==> src/rtl/mu0_pkg.sv <==
// mu0_pkg: shared types, limits and op_len clamp for the MU0 phase sequencer
package mu0_pkg;

    localparam int MU0_MAX_EXEC_LIMIT = 8;
    localparam int LIMW = $clog2(MU0_MAX_EXEC_LIMIT + 1);

    typedef enum logic [1:0] {
        S_IDLE,
        S_FETCH,
        S_EXEC,
        S_HALT
    } seq_state_e;

    // Saturate a requested phase count into 1..max
    function automatic logic [LIMW-1:0] clamp_len(input logic [LIMW-1:0] op, input logic [LIMW-1:0] max);
        return (op == '0) ? LIMW'(1) : (op > max) ? max : op;
    endfunction

endpackage

==> src/rtl/mu0_phase_sequencer_if.sv <==
// mu0_phase_sequencer_if: decode/datapath bundle; perf counters exist only with MU0_SEQ_PERF_EN
interface mu0_phase_sequencer_if #(
    parameter int MAX_EXEC = 2,
    parameter int LENW = $clog2(MAX_EXEC + 1)
);
    logic                boot;
    logic [LENW-1:0]     op_len;
    logic                mem_ready;
    logic                halt_req;
    logic                fetch;
    logic [MAX_EXEC-1:0] exec;
    logic                halted;
    logic                instr_done;
    logic                busy;
`ifdef MU0_SEQ_PERF_EN
    logic [15:0]         retired_cnt;
    logic [15:0]         stall_cnt;

    modport master (
        output boot, op_len, mem_ready, halt_req,
        input  fetch, exec, halted, instr_done, busy, retired_cnt, stall_cnt
    );
    modport slave (
        input  boot, op_len, mem_ready, halt_req,
        output fetch, exec, halted, instr_done, busy, retired_cnt, stall_cnt
    );
`else
    modport master (
        output boot, op_len, mem_ready, halt_req,
        input  fetch, exec, halted, instr_done, busy
    );
    modport slave (
        input  boot, op_len, mem_ready, halt_req,
        output fetch, exec, halted, instr_done, busy
    );
`endif
endinterface

==> src/rtl/mu0_len_clamp.sv <==
// mu0_len_clamp: combinational saturation of op_len into 1..MAX_EXEC
module mu0_len_clamp
    import mu0_pkg::*;
#(
    parameter int MAX_EXEC = 2,
    parameter int LENW = $clog2(MAX_EXEC + 1)
) (
    input  logic [LENW-1:0] op_len,
    output logic [LENW-1:0] len
);
    assign len = LENW'(clamp_len(LIMW'(op_len), LIMW'(MAX_EXEC)));
endmodule

==> src/rtl/mu0_phase_sequencer.sv <==
// mu0_phase_sequencer: FETCH then 1..MAX_EXEC execute phases with stall, halt and retire pulse; MU0_SEQ_PERF_EN adds counters
module mu0_phase_sequencer
    import mu0_pkg::*;
#(
    parameter int MAX_EXEC = 2,
    parameter int LENW = $clog2(MAX_EXEC + 1)
) (
    input logic                   clk,
    input logic                   rst,
    mu0_phase_sequencer_if.slave  bus
);
    seq_state_e      state, nstate;
    logic [LENW-1:0] idx, nidx;
    logic [LENW-1:0] len_q, len_c, len_eff;
    logic            last, bad;

    mu0_len_clamp #(.MAX_EXEC(MAX_EXEC), .LENW(LENW)) u_clamp (
        .op_len (bus.op_len),
        .len    (len_c)
    );

    // EXEC1 sees the decoder's length directly; later phases use the latched copy
    assign len_eff = (idx == '0) ? len_c : len_q;
    assign bad     = (idx >= LENW'(MAX_EXEC)) || (idx >= len_eff);
    assign last    = (idx + LENW'(1)) == len_eff;

    // State, execute index and latched instruction length
    always_ff @(posedge clk or posedge rst) begin
        if (rst) begin
            state <= S_IDLE;
            idx   <= '0;
            len_q <= LENW'(1);
        end else begin
            state <= nstate;
            idx   <= nidx;
            if (state == S_EXEC && idx == '0)
                len_q <= len_c;
        end
    end

    // Next state: boot low aborts, mem_ready low holds, otherwise advance
    always_comb begin
        nstate = state;
        nidx   = idx;
        if (!bus.boot) begin
            nstate = S_IDLE;
            nidx   = '0;
        end else begin
            case (state)
                S_IDLE: begin
                    nstate = S_FETCH;
                    nidx   = '0;
                end
                S_FETCH: if (bus.mem_ready) begin
                    nstate = S_EXEC;
                    nidx   = '0;
                end
                S_EXEC: begin
                    if (bad) begin
                        nstate = S_IDLE;
                        nidx   = '0;
                    end else if (bus.mem_ready) begin
                        nstate = last ? (bus.halt_req ? S_HALT : S_FETCH) : S_EXEC;
                        nidx   = last ? '0 : idx + LENW'(1);
                    end
                end
                S_HALT: nstate = S_HALT;
                default: begin
                    nstate = S_IDLE;
                    nidx   = '0;
                end
            endcase
        end
    end

    // Outputs decode from the registered state and live inputs
    always_comb begin
        bus.fetch      = state == S_FETCH;
        bus.exec       = (state == S_EXEC && !bad) ? MAX_EXEC'(1) << idx : '0;
        bus.halted     = state == S_HALT;
        bus.busy       = state == S_FETCH || state == S_EXEC;
        bus.instr_done = bus.boot && bus.mem_ready && state == S_EXEC && !bad && last;
    end

`ifdef MU0_SEQ_PERF_EN
    // Free-running retire and stall counters; only rst clears them
    always_ff @(posedge clk or posedge rst) begin
        if (rst) begin
            bus.retired_cnt <= '0;
            bus.stall_cnt   <= '0;
        end else begin
            if (bus.instr_done)
                bus.retired_cnt <= bus.retired_cnt + 16'd1;
            if (bus.busy && !bus.mem_ready)
                bus.stall_cnt <= bus.stall_cnt + 16'd1;
        end
    end
`endif

endmodule

==> src/flat_wrapper.sv <==
// flat-port wrapper written by rule: the top's interface ports become plain ports
module mu0_phase_sequencer_flat import mu0_pkg::*;
#(
    parameter int MAX_EXEC = 2,
    parameter int LENW = $clog2(MAX_EXEC + 1)
)
  (clk, rst, bus_boot, bus_op_len, bus_mem_ready, bus_halt_req, bus_fetch, bus_exec, bus_halted, bus_instr_done, bus_busy);
  mu0_phase_sequencer_if #(.MAX_EXEC(MAX_EXEC), .LENW(LENW)) bus_i ();
  input logic clk;
  input logic rst;
  input wire logic [$bits(bus_i.boot)-1:0] bus_boot;
  input wire logic [$bits(bus_i.op_len)-1:0] bus_op_len;
  input wire logic [$bits(bus_i.mem_ready)-1:0] bus_mem_ready;
  input wire logic [$bits(bus_i.halt_req)-1:0] bus_halt_req;
  output wire logic [$bits(bus_i.fetch)-1:0] bus_fetch;
  output wire logic [$bits(bus_i.exec)-1:0] bus_exec;
  output wire logic [$bits(bus_i.halted)-1:0] bus_halted;
  output wire logic [$bits(bus_i.instr_done)-1:0] bus_instr_done;
  output wire logic [$bits(bus_i.busy)-1:0] bus_busy;
  assign bus_i.boot = bus_boot;
  assign bus_i.op_len = bus_op_len;
  assign bus_i.mem_ready = bus_mem_ready;
  assign bus_i.halt_req = bus_halt_req;
  assign bus_fetch = bus_i.fetch;
  assign bus_exec = bus_i.exec;
  assign bus_halted = bus_i.halted;
  assign bus_instr_done = bus_i.instr_done;
  assign bus_busy = bus_i.busy;
  mu0_phase_sequencer #(.MAX_EXEC(MAX_EXEC), .LENW(LENW)) u_core (.clk(clk), .rst(rst), .bus(bus_i));
endmodule
==> config.mk <==
export PLATFORM = sky130hd
export DESIGN_NAME = mu0_phase_sequencer_flat
export DESIGN_NICKNAME = d
export VERILOG_FILES = /design/src/rtl/mu0_pkg.sv /design/src/rtl/mu0_phase_sequencer_if.sv /design/src/rtl/mu0_len_clamp.sv /design/src/rtl/mu0_phase_sequencer.sv /design/src/flat_wrapper.sv
export SDC_FILE = /design/constraint.sdc
export NUM_CORES = 1
export LEC_CHECK = 0
export CAP_MARGIN = 20
export CELL_PAD_IN_SITES_DETAIL_PLACEMENT = 1
export CELL_PAD_IN_SITES_GLOBAL_PLACEMENT = 1
export CORE_MARGIN = 5
export CORE_UTILIZATION = 31
export DETAILED_ROUTE_END_ITERATION = 10
export PLACE_DENSITY = 0.77
export REMOVE_ABC_BUFFERS = 1
export SETUP_SLACK_MARGIN = 0.02
export SLEW_MARGIN = 20
export SYNTH_ARGS = -nofsm -noshare
export SYNTH_HDL_FRONTEND = slang
export SYNTH_SLANG_ARGS = --single-unit
==> constraint.sdc <==
create_clock -name clk -period 2.6 [get_ports clk]
set_clock_uncertainty 0.1 [all_clocks]
set_input_delay 0.26 -clock clk [delete_from_list [all_inputs] [get_ports clk]]
set_output_delay 0.26 -clock clk [all_outputs]
set_load 0.03 [all_outputs]
======== Word level (Yosys, flattened, before mapping) ========
Index checks and enable logic that the tools add are counted.
word-level totals
  bits in registers ....................... 6
  input port bits ......................... 7
  word-level logic and storage cells ...... 46
cells by class
  add/subtract/negate cells ............... 1
  magnitude comparators ................... 3
  equality and inequality tests ........... 7
  shift-type cells ........................ 1
  multiplexer cells ....................... 17
  reduce and logical (&&, ||, !) cells .... 14
operators with widths
  operator                                                           number
  2-bit 2-to-1 mux                                                   15
  2-bit one-hot mux with 4 select lines                              1
  1-bit logical AND                                                  6
  2-bit logical NOT                                                  3
  2-bit one-hot mux with 3 select lines                              1
  2-bit == test, second input constant                               2
  4-bit by 1-bit != test with 1-bit output, second input constant    1
  4-bit by 3-bit != test with 1-bit output, second input constant    1
  3-bit != test, second input constant                               1
  3-bit AND reduction                                                1
  2-bit by 1-bit adder with 2-bit output, second input constant      1
  2-bit by 1-bit == test with 1-bit output, second input constant    1
  2-bit == test                                                      1
  2-bit >= comparator                                                1
  2-bit >= comparator, second input constant                         1
  2-bit greater-than comparator, second input constant               1
  1-bit logical OR                                                   2
  2-bit AND reduction                                                1
  1-bit by 2-bit << shifter with 2-bit output, first input constant  1
  1-bit logical NOT                                                  1

======== Longest topological paths before layout ========
Gate-level depths: netlist of the first run.
  depth in word-level cells ............... 10
  gate-level depth with buffers ........... 10
  depth with buffers taken out ............ 9

======== Hierarchy ========
A second synthesis of the first run with hierarchy kept.
second synthesis, totals
  cell total of the unflattened synthesis .. 56
  area total of the unflattened synthesis .. 555.5 um^2
by module, submodules not included
  module               instances  cells each  area each (um^2)
  mu0_phase_sequencer  1          54          548.0
  mu0_len_clamp        1          2           7.5

======== Least setup slack after synthesis of the first run ========
OpenSTA, ideal clock, no wires.
  kind .................................... reg-to-reg
  from .................................... register u_core.idx[0]
  to ...................................... register u_core.idx[0]
  arrival time ............................ 2438 ps
  setup slack ............................. -65 ps
  stages on the path, launching flop included .. 10
  buffers on the path ..................... 1
  clock period less this slack ............ 2665 ps
  cells stage by stage .................... dfrtp_1 > inv_1 > ha_1 > clkbuf_1 > mux2i_1 > ha_1 > or4b_1 > a221o_1 > o21ai_2 > mux2_1
on the way
  word-level cells in the longest chain between the ends .. 8
  elaborated cells on any way between the ends .. 14
  classes of those cells .................. add/sub: 1; order compare: 2; eq/ne: 2; mux: 6; reduce/logical: 3
ends and longest elaborated chain
  element                                                                                         RTL line                   text
  start, declared                                                                                 mu0_phase_sequencer.sv:13  logic [LENW-1:0] idx, nidx;
  start signal, assigned                                                                          mu0_phase_sequencer.sv:35  idx <= nidx;
  parallel branches: the longest is 8 deep, another holds 2-bit by 1-bit adder with 2-bit output  -
Several ways; the timed one is not identified. The select of a mux whose other input is x is not followed.
A chain may end at the register's enable or synchronous reset.

======== Worst setup path after layout of the first run ========
  from .................................... register u_core.idx[0]
  to ...................................... output port bus_exec[1]
on the way
  word-level cells in the longest chain between the ends .. 7
  elaborated cells on any way between the ends .. 9
  classes of those cells .................. order compare: 2; shift: 1; mux: 2; reduce/logical: 4
ends and longest elaborated chain
  element              RTL line                   text
  2-bit logical NOT    mu0_phase_sequencer.sv:23  assign len_eff = (idx == '0) ? len_c : len_q;
  2-bit 2-to-1 mux     mu0_phase_sequencer.sv:23
  2-bit >= comparator  mu0_phase_sequencer.sv:24  assign bad = (idx >= LENW'(MAX_EXEC)) || (idx >= len_eff);
  1-bit logical OR     mu0_phase_sequencer.sv:24
  1-bit logical NOT    mu0_phase_sequencer.sv:79  bus.exec = (state == S_EXEC && !bad) ? MAX_EXEC'(1) << idx : '0;
  1-bit logical AND    mu0_phase_sequencer.sv:79
  2-bit 2-to-1 mux *   mu0_phase_sequencer.sv:79
  end, declared        flat_wrapper.sv:16         output wire logic [$bits(bus_i.exec)-1:0] bus_exec;
Every way passes the cells marked *; elsewhere a longest branch is shown, timed or not.

==> key figures, run 1 <==
Global routing
  • First-pass GRT wire length: 2.53 mm
  • Gr usage total: 13.1%
  • Initial antenna violation count: 0
  • Largest net degree at the start of global routing: 10
  • Global route total overflow: 0
  • Vias in the first global route: 542

Clocking
  • CTS buffer count: 3
  • Clk_lat worst skew: 0.24 ns
  • Clock tree buffer depth: 2
  • Hold_buf cts: 0
  • TritonCTS clock tree: done
  • CTS H-tree depth: 1
  • CTS clk-pin slew, worst paths: 0.05 ns
  • Clock root buffer: clkbuf_4
  • Clock sinks: 6

Timing
  • Slew Viols, Final: 0
  • RSZ-0062 raised after global routing: true
  • Period utilisation layout: 97.9%
  • Final worst setup slack: between 0.05 and 0.06 ns
  • Fin. Hold Viols: 0
  • Max Clk Rate: 393 MHz
  • Slew HR: between 70% and 80%
  • WHS: 0.136 ns
  • Minimum clock period: 2.55 ns
  • Worst Tran Pin Value: 0.311 ns
  • Final setup vio count: 0

Power and ir drop
  • Sw Share: 38.8%
  • Reg power frac: between 20% and 30%
  • Leak: 0.000376 µW
  • Clock Power Share: 17.0%
  • PD cells: 657 mW/mm²
  • Comb power frac: between 50% and 60%
  • Power Total: 548 µW
  • Peak VDD IR: 0.275 mV
  • Int Pwr: 335 µW
  • NetSw: 212 µW

Die
  • Cell Rows: 15
  • Die Wd: around 50 µm
  • Area of the core: 0.00169 mm²
  • Die height: 51.5 µm
  • Starting density of the core: roughly a third
  • # IOs: 13
  • Die Footprint: 0.00265 mm²

Layout
  • Area delta synth->final: 56.0%
  • FF/Latch Area: 151 µm²
  • Design area: between 800 and 900 µm²
  • Area of the multi-input gates: 404 µm²
  • Ant. Diodes: 0
  • Final layout net count: 99
  • FILL cells: 197
  • Share of cells above drive strength 1: 39.0%

Place
  • Placed Area: about 720 µm²
  • Pre-CTS WS: -0.0671 ns
  • IO buf count: 11
  • Routability cong.: 0.756
  • HPWL Detailed: between 1 and 1.5 mm

Setup path
  • CP Launch Type: flip-flop
  • Max FO, Critical Path: 3
  • Crit Path Class: reg2out
  • Crit path required time: 2.24 ns
  • Slowest stage delay, CP: 0.50 ns
  • CP max stage cell: or4b_4
  • CP cell instances: inv_2 -> ha_4 -> mux2i_2 -> ha_2 -> or4b_4 -> a21oi_4 -> buf_6 -> and2_4 -> buf_6
  • Worst path arrival time: ~2.2 ns
  • Nature of the critical path endpoint: primary output
  • Worst path most repeated cell: buf_6
  • R2r setup slk: about 0.09 ns

Route
  • Vias: 487
  • Iteration-0 DRC count of the detailed router: 4
  • Antenna Nets Post-Route: 0
  • DR vias/cell: 4.92
  • DRC viols: 0
  • Wirelength, routed: 1.39 mm
  • Avg WL per Cell: 14.1 µm
  • Drt pass-1 iters: 4

Yosys
  • Yosys cell types: 26
  • Ranking of synthesized cells by area: dfrtp_1 (23%), ha_1 (21%), mux2i_1 (5.6%)
  • Syn Std Cell Area: 534 µm²
  • Synth area leader: dfrtp_1
  • Syn Area/Cell: 9.54 µm²
  • Synth top area share: about a quarter
  • Seq/Total Area, Yosys: about 28%
  • Post-synthesis instance total: 56
  • Ys Warns: 0
  • Flops & latches, synth: 6

Run status
  • Status: complete, no violations

Job
  • Max cap viols: 0

Min path
  • Min-delay worst type: in2async
==> metal layers <==
metal  global-route usage [%]  vias to the layer above  part of all wire [%]
li1                         -                      249                     -
met4                     6.55                        0                  0.86
met2                     22.0                       10                    50
met1                     15.6                      226                    46
met3                     2.87                        2                   3.6
met5                        0                        -                     0
==> what timing repair did <==
action / CTS / global route
pin swaps: 1 / 1
endpoints found under the hold margin: 0 / 0
buffers inserted: 3 / 0
setup endpoints to repair: 5 / 5
gates resized for setup: 14 / 2
==> registers in the layout, summed over array words and instances, names as in the netlist <==
signal / flops
u_core.idx: 2
u_core.state: 2
u_core.len_q: 2
==> worst max-delay path: cells and delay by family, from the launching register on <==
kind / cells / cell delay, ns
adders and majority gates: 2 / 0.34
muxes: 1 / 0.16
DFF: 1 / 0.35
AOI/OAI and AO/OA: 1 / 0.16
buffers and inverters: 3 / 0.30
and+or+nand+nor: 2 / 0.63
==> power by group through the flow <==
stage | sequential (µW) | combinational, µW | clock, µW
5_1_grt | 153 | 336 | 105
2_1_floorplan | 141 | 175 | 0
3_5_place_dp | 147 | 275 | 0
6_report | 149 | 306 | 93.0
3_3_place_gp | 144 | 265 | 0
4_1_cts | 147 | 304 | 97.5
==> cells in the mapped netlist (all sizes together) <==
library cell  instances
nand4b                1
nand2b                3
nand3                 2
nor2                  2
and3                  1
mux2i                 3
nor2b                 3
a211oi                1
a31oi                 1
nor4bb                1
a221o                 1
inv                   6
a21oi                 3
dfstp                 1
or4b                  1
and4                  1
o211ai                1
clkbuf                1
nand2                 2
ha                    9
o22ai                 1
dfrtp                 5
o21ai                 1
and2                  2
mux2                  3
==> stage by stage <==
step	cells	TNS, ns	util (%)
6_report	99	0	49.3
5_1_grt	99	-0.0747	49.3
4_1_cts	99	-0.00640	48.9
3_5_place_dp	92	-0.128	42.7
3_3_place_gp	92	0	42.7
2_1_floorplan	55	0	-
==> cell usage in the layout, fill, tap and decap left out, types with 2 or more instances in the layout <==
cell	netlist	routed
clkdlybuf4s50_1	0	8
clkbuf_4	0	3
a21oi_1	3	2
buf_6	0	4
mux2i_2	0	2
buf_4	0	11
inv_2	0	2
nor2b_1	3	3
mux2_2	2	2
nor2_1	2	2
ha_1	9	7
inv_1	6	4
nand3_1	2	2
nand2b_1	3	2
dfrtp_1	5	5
nand2_1	2	2
==> final timing paths <==
| kind | endpoint | startpoint | cells after the start |
|---|---|---|---|
| setup / recovery | bus_exec[1] | u_core.idx[0] | 9 |
| hold / removal | u_core.idx[0] | rst | 2 |
| setup reg to reg | u_core.state[1] | u_core.idx[0] | 9 |
| hold reg to reg | u_core.len_q[0] | u_core.len_q[0] | 2 |
| max in group asynchronous | u_core.len_q[0] | rst | 2 |
| min in group clk | u_core.len_q[0] | u_core.len_q[0] | 2 |
==> cell families after synthesis <==
logic type	after synthesis	share of synthesized area, %
compound gates	9	11.5
fa+ha+maj	9	21.1
buf+inv	7	4.92
flops	6	28.3
mux	6	11.9
simple gates	19	22.3
==> cell type report <==
| class | count | share of cell area [%] |
|---|---|---|
| multi-input cells | 43 | 48.5 |
| repair buffers | 23 | 24.9 |
| flip-flops and latches | 6 | 18.2 |
| clock buffers | 4 | 3.15 |
| inverters | 6 | 2.70 |
| well taps | 17 | 2.55 |
No activity file was read; power rests on OpenSTA's default activity.
==> inputs of run 2 (changes only) <==
--- a/config.mk
+++ b/config.mk
@@ -12,9 +12,7 @@
 export CORE_UTILIZATION = 31
 export DETAILED_ROUTE_END_ITERATION = 10
 export PLACE_DENSITY = 0.77
-export REMOVE_ABC_BUFFERS = 1
 export SETUP_SLACK_MARGIN = 0.02
-export SLEW_MARGIN = 20
 export SYNTH_ARGS = -nofsm -noshare
 export SYNTH_HDL_FRONTEND = slang
 export SYNTH_SLANG_ARGS = --single-unit
==> key figures, run 2 (same netlist as run 1, synthesis figures left out) <==
Layout
  • Area delta synth->final: 58.8%
  • Final Util: 50.2% (+0.89 points)
  • Most common cell after layout, fill and taps aside: buf_4
  • Final layout net count: 99 (unchanged)
  • Most frequent cells in the layout: buf_4 (11), clkdlybuf4s50_1 (8), ha_1 (7)
  • Ant. Diodes: 0 (unchanged)
  • Share of cells above drive strength 1: 42.7% (+3.7 points)
  • Final std cells w/o fill: 99 (unchanged)
  • Largest registers: u_core.idx x2, u_core.len_q x2, u_core.state x2
  • FILL cells: 199 (+1.0%)

Timing
  • Fin. Hold Viols: 0 (unchanged)
  • Max Clk Rate: 390 MHz (-0.75%)
  • Final worst setup slack: 0.0354 ns (-0.0192 ns)
  • RSZ-0062 raised after global routing: true
  • Slew HR: 79.1% (-0.13 points)
  • Final setup TNS: 0 ns (unchanged)
  • Worst Tran Pin Value: 0.313 ns (+0.00190 ns)
  • Slew Viols, Final: 0 (unchanged)
  • Minimum clock period: 2.56 ns (+0.0192 ns)
  • Final setup vio count: 0 (unchanged)
  • Period utilisation layout: 98.6% (+0.74 points)

Setup path
  • Cells on worst reg2reg path: 9 (unchanged)
  • CP Launch Type: flip-flop
  • Critical R2R Launch: u_core.idx[1]
  • RR Endpoint: u_core.state[1]
  • Crit path required time: 2.24 ns (about the same)
  • Max FO, Critical Path: 3 (unchanged)
  • R2r setup slk: 0.16 ns (+0.07 ns)
  • Nature of the critical path endpoint: primary output
  • Worst path arrival time: 2.20 ns (about the same)
  • Crit Path Class: reg2out

Place
  • IO buf count: 11 (unchanged)
  • Cell Count Post-Placement: 89 (-3.3%)
  • Routability cong.: 0.768 (+1.5%)
  • HPWL Detailed: 1.08 mm (-4.9%)
  • Pre-CTS WS: 0.0334 ns (+0.101 ns)

Clocking
  • Clk_lat worst skew: 0.26 ns (+0.02 ns)
  • CTS clk-pin slew, worst paths: 0.05 ns (about the same)
  • CTS buffer count: 3 (unchanged)
  • Clock tree buffer depth: 2 (unchanged)
  • Clock root buffer: clkbuf_4
  • TritonCTS clock tree: done
  • CTS H-tree depth: 1 (unchanged)
  • Clock sinks: 6 (unchanged)

Global routing
  • First-pass GRT wire length: 2.42 mm (-4.4%)
  • Global route total overflow: 0 (unchanged)
  • Vias in the first global route: 536 (-1.1%)
  • Gr usage total: 12.8% (-0.30 points)
  • Largest net degree at the start of global routing: 10 (unchanged)
  • Initial antenna violation count: 0 (unchanged)

Die
  • Starting density of the core: 31.6% (unchanged)
  • Die Wd: 51.5 µm (unchanged)
  • Cell Rows: 15 (unchanged)
  • Area of the core: 0.00169 mm² (unchanged)
  • Die Footprint: 0.00265 mm² (unchanged)
  • Die height: 51.5 µm (unchanged)
  • # IOs: 13 (unchanged)

Job
  • Max cap viols: 0 (unchanged)

Route
  • Iteration-0 DRC count of the detailed router: 5 (+1)
  • Avg WL per Cell: 15.2 µm (+7.8%)
  • Metal3 WL: 62 µm (+24%)
  • M1 wire length: 621 µm (-2.8%)
  • Antenna Nets Post-Route: 0 (unchanged)
  • DRC viols: 0 (unchanged)
  • Wirelength, routed: 1.50 mm (+7.8%)
  • Highest routed layer: met4
  • Vias: 522 (+7.2%)
  • DR vias/cell: 5.27 (+7.2%)
  • Drt pass-1 iters: 4 (unchanged)
  • Met2 WL: 769 µm (+12%)

Power and ir drop
  • Power Total: 552 µW (+0.79%)
  • Leak: 0.000386 µW (+2.8%)
  • PD cells: 651 mW/mm² (-1.0%)
  • Peak VDD IR: 0.377 mV (+37%)

Min path
  • Min-delay worst type: in2async

Yosys
  • Synth Net Count: 72

Run status
  • Status: complete, no violations
run 2: cell type report:
cell class	count	area [µm²]	area share [%]
clock buffer	4	26.3	3.10
inverter	6	22.5	2.65
multi-input combinational	43	419	49.4
sequential	6	151	17.8
tap	17	21.3	2.51
timing repair buffer	23	208	24.5
run 2: worst max path at each step:
stage                  start         endpoint  slack (ns)  depth (start not counted)
2_1_floorplan  u_core.idx[0]    u_core.idx[0]        0.03                          9
3_3_place_gp   bus_op_len[1]  u_core.state[1]        0.04                          8
3_5_place_dp   bus_op_len[1]  u_core.state[1]        0.03                          8
4_1_cts        u_core.idx[0]      bus_exec[0]        0.03                          9
5_1_grt        u_core.idx[1]      bus_exec[1]       -0.03                          9
6_report       u_core.idx[1]      bus_exec[1]        0.04                          9
run 2: metal layers:
layer / up-vias / GRT usage [%]
met5: - / 0
met2: 10 / 22.9
met4: 0 / 6.55
met1: 258 / 12.9
met3: 4 / 4.58
li1: 250 / -
run 2: critical path: stages, from the launching register on:
cell	delay, ns
dfrtp_1	0.37
inv_2	0.06
ha_4	0.16
mux2i_2	0.15
ha_2	0.18
or4b_4	0.50
a21oi_4	0.15
buf_6	0.12
and2_4	0.13
buf_6	0.12
run 2: per-stage QoR:
step | hold WS (ns) | instance area, µm²
floorplan | -0.0498 | 537
global placement | 0.393 | 701
detailed placement | 0.408 | 701
CTS | 0.132 | 801
global route | 0.139 | 848
finish | 0.120 | 848
run 2: repair_timing:
item,in CTS,in global routing
pin swaps,0,1
hold buffers,0,0
gates resized for setup,12,8
endpoints found under the setup margin,3,3
setup buffers,4,2
run 2: where the power goes:
part           internal [µW]  switching (µW)
clock network           58.6            41.3
registers                125            27.4
logic                    148             152
==> inputs of run 3 (changes only) <==
--- a/config.mk
+++ b/config.mk
@@ -5,14 +5,13 @@
 export SDC_FILE = /design/constraint.sdc
 export NUM_CORES = 1
 export LEC_CHECK = 0
-export CAP_MARGIN = 20
 export CELL_PAD_IN_SITES_DETAIL_PLACEMENT = 1
 export CELL_PAD_IN_SITES_GLOBAL_PLACEMENT = 1
 export CORE_MARGIN = 5
 export CORE_UTILIZATION = 31
 export DETAILED_ROUTE_END_ITERATION = 10
 export PLACE_DENSITY = 0.77
-export SETUP_SLACK_MARGIN = 0.02
+export SETUP_SLACK_MARGIN = 0.4
 export SYNTH_ARGS = -nofsm -noshare
 export SYNTH_HDL_FRONTEND = slang
 export SYNTH_SLANG_ARGS = --single-unit
==> key figures, run 3 (same netlist as run 1, synthesis figures left out) <==
Run status
  • Status: complete, no violations

Layout
  • Final layout net count: 97 (-2.0%)
  • Ant. Diodes: 0 (unchanged)
  • Area delta synth->final: 57.8%
  • Most frequent cells in the layout: buf_4 (8), ha_1 (7), clkdlybuf4s50_1 (7)
  • Share of cells above drive strength 1: 43.8% (+1.1 points)
  • FILL cells: 190 (-4.5%)
  • Most common cell after layout, fill and taps aside: buf_4
  • Design area: 843 µm² (-0.59%)
  • Largest registers: u_core.idx x2, u_core.len_q x2, u_core.state x2
  • Final std cells w/o fill: 97 (-2.0%)

Global routing
  • Global route total overflow: 0 (unchanged)
  • First-pass GRT wire length: 2.70 mm (+12%)
  • Initial antenna violation count: 0 (unchanged)
  • Largest net degree at the start of global routing: 10 (unchanged)
  • Vias in the first global route: 560 (+4.5%)
  • Gr usage total: 14.5% (+1.7 points)

Setup path
  • Max FO, Critical Path: 3 (unchanged)
  • Slowest stage delay, CP: 0.50 ns (about the same)
  • R2r setup slk: 0.11 ns (-0.05 ns)
  • Crit path buf inv count: 3 (unchanged)
  • Critical R2R Launch: u_core.idx[1]
  • CP delay by family, top: simple AND/OR/NAND/NOR gates
  • Crit path required time: 2.24 ns (about the same)
  • CP Launch Type: flip-flop
  • CP cell instances: inv_2 -> ha_4 -> mux2i_2 -> ha_2 -> or4b_4 -> a21oi_4 -> buf_6 -> and2_2 -> buf_6
  • Nature of the critical path endpoint: primary output
  • Worst path arrival time: 2.23 ns (+0.03 ns)
  • Cells on worst reg2reg path: 10 (+1)
  • RR Endpoint: u_core.idx[0]
  • Worst path most repeated cell: buf_6
  • Crit Path Class: reg2out
  • CP max stage cell: or4b_4

Place
  • IO buf count: 11 (unchanged)
  • HPWL Detailed: 1.12 mm (+3.6%)
  • Cell Count Post-Placement: 87 (-2.2%)
  • Routability cong.: 0.768 (+0.10%)
  • Placed Area: 693 µm² (-1.1%)

Timing
  • Worst Tran Pin Value: 0.333 ns (+0.0202 ns)
  • Period utilisation layout: 99.7% (+1.1 points)
  • RSZ-0062 raised after global routing: true
  • Slew HR: 77.7% (-1.4 points)
  • Max Clk Rate: 386 MHz (-1.1%)
  • Fin. Hold Viols: 0 (unchanged)
  • WHS: 0.140 ns (+0.0206 ns)
  • Minimum clock period: 2.59 ns (+0.0274 ns)
  • Final setup vio count: 0 (unchanged)
  • Slew Viols, Final: 0 (unchanged)

Die
  • Starting density of the core: 31.6% (unchanged)
  • Die Wd: 51.5 µm (unchanged)
  • Area of the core: 0.00169 mm² (unchanged)
  • Cell Rows: 15 (unchanged)
  • # IOs: 13 (unchanged)
  • Die height: 51.5 µm (unchanged)
  • Die Footprint: 0.00265 mm² (unchanged)

Clocking
  • Hold_buf cts: 0 (unchanged)
  • Clock root buffer: clkbuf_4
  • Clock tree buffer depth: 2 (unchanged)
  • Clock sinks: 6 (unchanged)
  • TritonCTS clock tree: done
  • CTS buffer count: 3 (unchanged)
  • Clk_lat worst skew: 0.25 ns (about the same)
  • CTS H-tree depth: 1 (unchanged)
  • CTS clk-pin slew, worst paths: 0.05 ns (about the same)

Route
  • Avg WL per Cell: 16.7 µm (+10%)
  • Vias: 503 (-3.6%)
  • Wirelength, routed: 1.62 mm (+8.2%)
  • DRC viols: 0 (unchanged)
  • Iteration-0 DRC count of the detailed router: 1 (-4)
  • Drt pass-1 iters: 3 (-1)
  • Antenna Nets Post-Route: 0 (unchanged)
  • DR vias/cell: 5.19 (-1.7%)

Power and ir drop
  • Reg power frac: 26.6% (-1.0 points)
  • Clock Power Share: 16.9% (-1.2 points)
  • NetSw: 227 µW (+2.8%)
  • Sw Share: 40.4% (+0.43 points)
  • Int Pwr: 335 µW (+0.95%)
  • Comb power frac: 56.5% (+2.2 points)
  • Peak VDD IR: 0.275 mV (-27%)
  • Leak: 0.000390 µW (+0.94%)
  • PD cells: 666 mW/mm² (+2.3%)

Min path
  • Min-delay worst type: in2async

Job
  • Max cap viols: 0 (unchanged)

Yosys
  • Synth Net Count: 72 (unchanged)
==> run 3: changes by cell type in the layout (fill, tap and decap cells not counted), sizes merged <==
cell	previous run	this run
buf	15	13
clkdlybuf4s50	8	7
dlymetal6s2s	0	1
==> run 3: routing by layer <==
layer	wire (µm)	global-route usage [%]
met5	0	0
met4	47	9.17
met3	31	3.15
met2	848	25.4
met1	696	15.7
==> run 3: final cells by class <==
| type | count | area (µm²) | area share (%) |
|---|---|---|---|
| multi-input cells | 43 | 423 | 50.1 |
| repair buffers | 21 | 199 | 23.6 |
| flip-flops and latches | 6 | 151 | 18.0 |
| clock buffers | 4 | 26.3 | 3.12 |
| inverters | 6 | 22.5 | 2.67 |
| well taps | 17 | 21.3 | 2.52 |
==> run 3: power groups by stage <==
stage               combinational (µW)  sequential (µW)  clock, µW
floorplan                          179              141          0
global placement                   252              146          0
detailed placement                 259              149          0
CTS                                292              149       99.2
global route                       341              153        111
finish                             317              149       94.7
==> run 3: worst max path at each step <==
stage               cells past startpoint     startpoint              end
floorplan                               9  u_core.idx[0]    u_core.idx[0]
global placement                        8  bus_op_len[1]  u_core.state[1]
detailed placement                      7  bus_op_len[1]    u_core.idx[0]
CTS                                     9  u_core.idx[0]      bus_exec[1]
global route                           10  u_core.idx[0]   bus_instr_done
finish                                  9  u_core.idx[1]      bus_exec[1]
==> run 3: per-stage QoR <==
stage | setup slack, ns | total power [µW] | setup TNS, ns | utilization [%]
3_5_place_dp | -0.0217 | 408 | -0.0298 | 41.0
2_1_floorplan | 0.0665 | 320 | 0 | -
3_3_place_gp | 0.0611 | 398 | 0 | 41.0
4_1_cts | 0.0212 | 540 | 0 | 47.9
5_1_grt | -0.0847 | 605 | -0.242 | 49.9
6_report | 0.00797 | 561 | 0 | 49.9
==> run 3: worst register-to-register path, delay by kind of cell (launching register included) <==
kind                       cells  cell delay (ns)
AOI/OAI and AO/OA              1             0.15
DFF                            1             0.37
and+or+nand+nor                2             0.79
adders and majority gates      2             0.34
muxes                          2             0.37
buffers and inverters          3             0.30
==> run 3: timing repair <==
item	4_1_cts	5_1_grt
pin swaps	1	1
setup endpoints to repair	7	8
gates resized for setup	10	7
buffers inserted	5	1
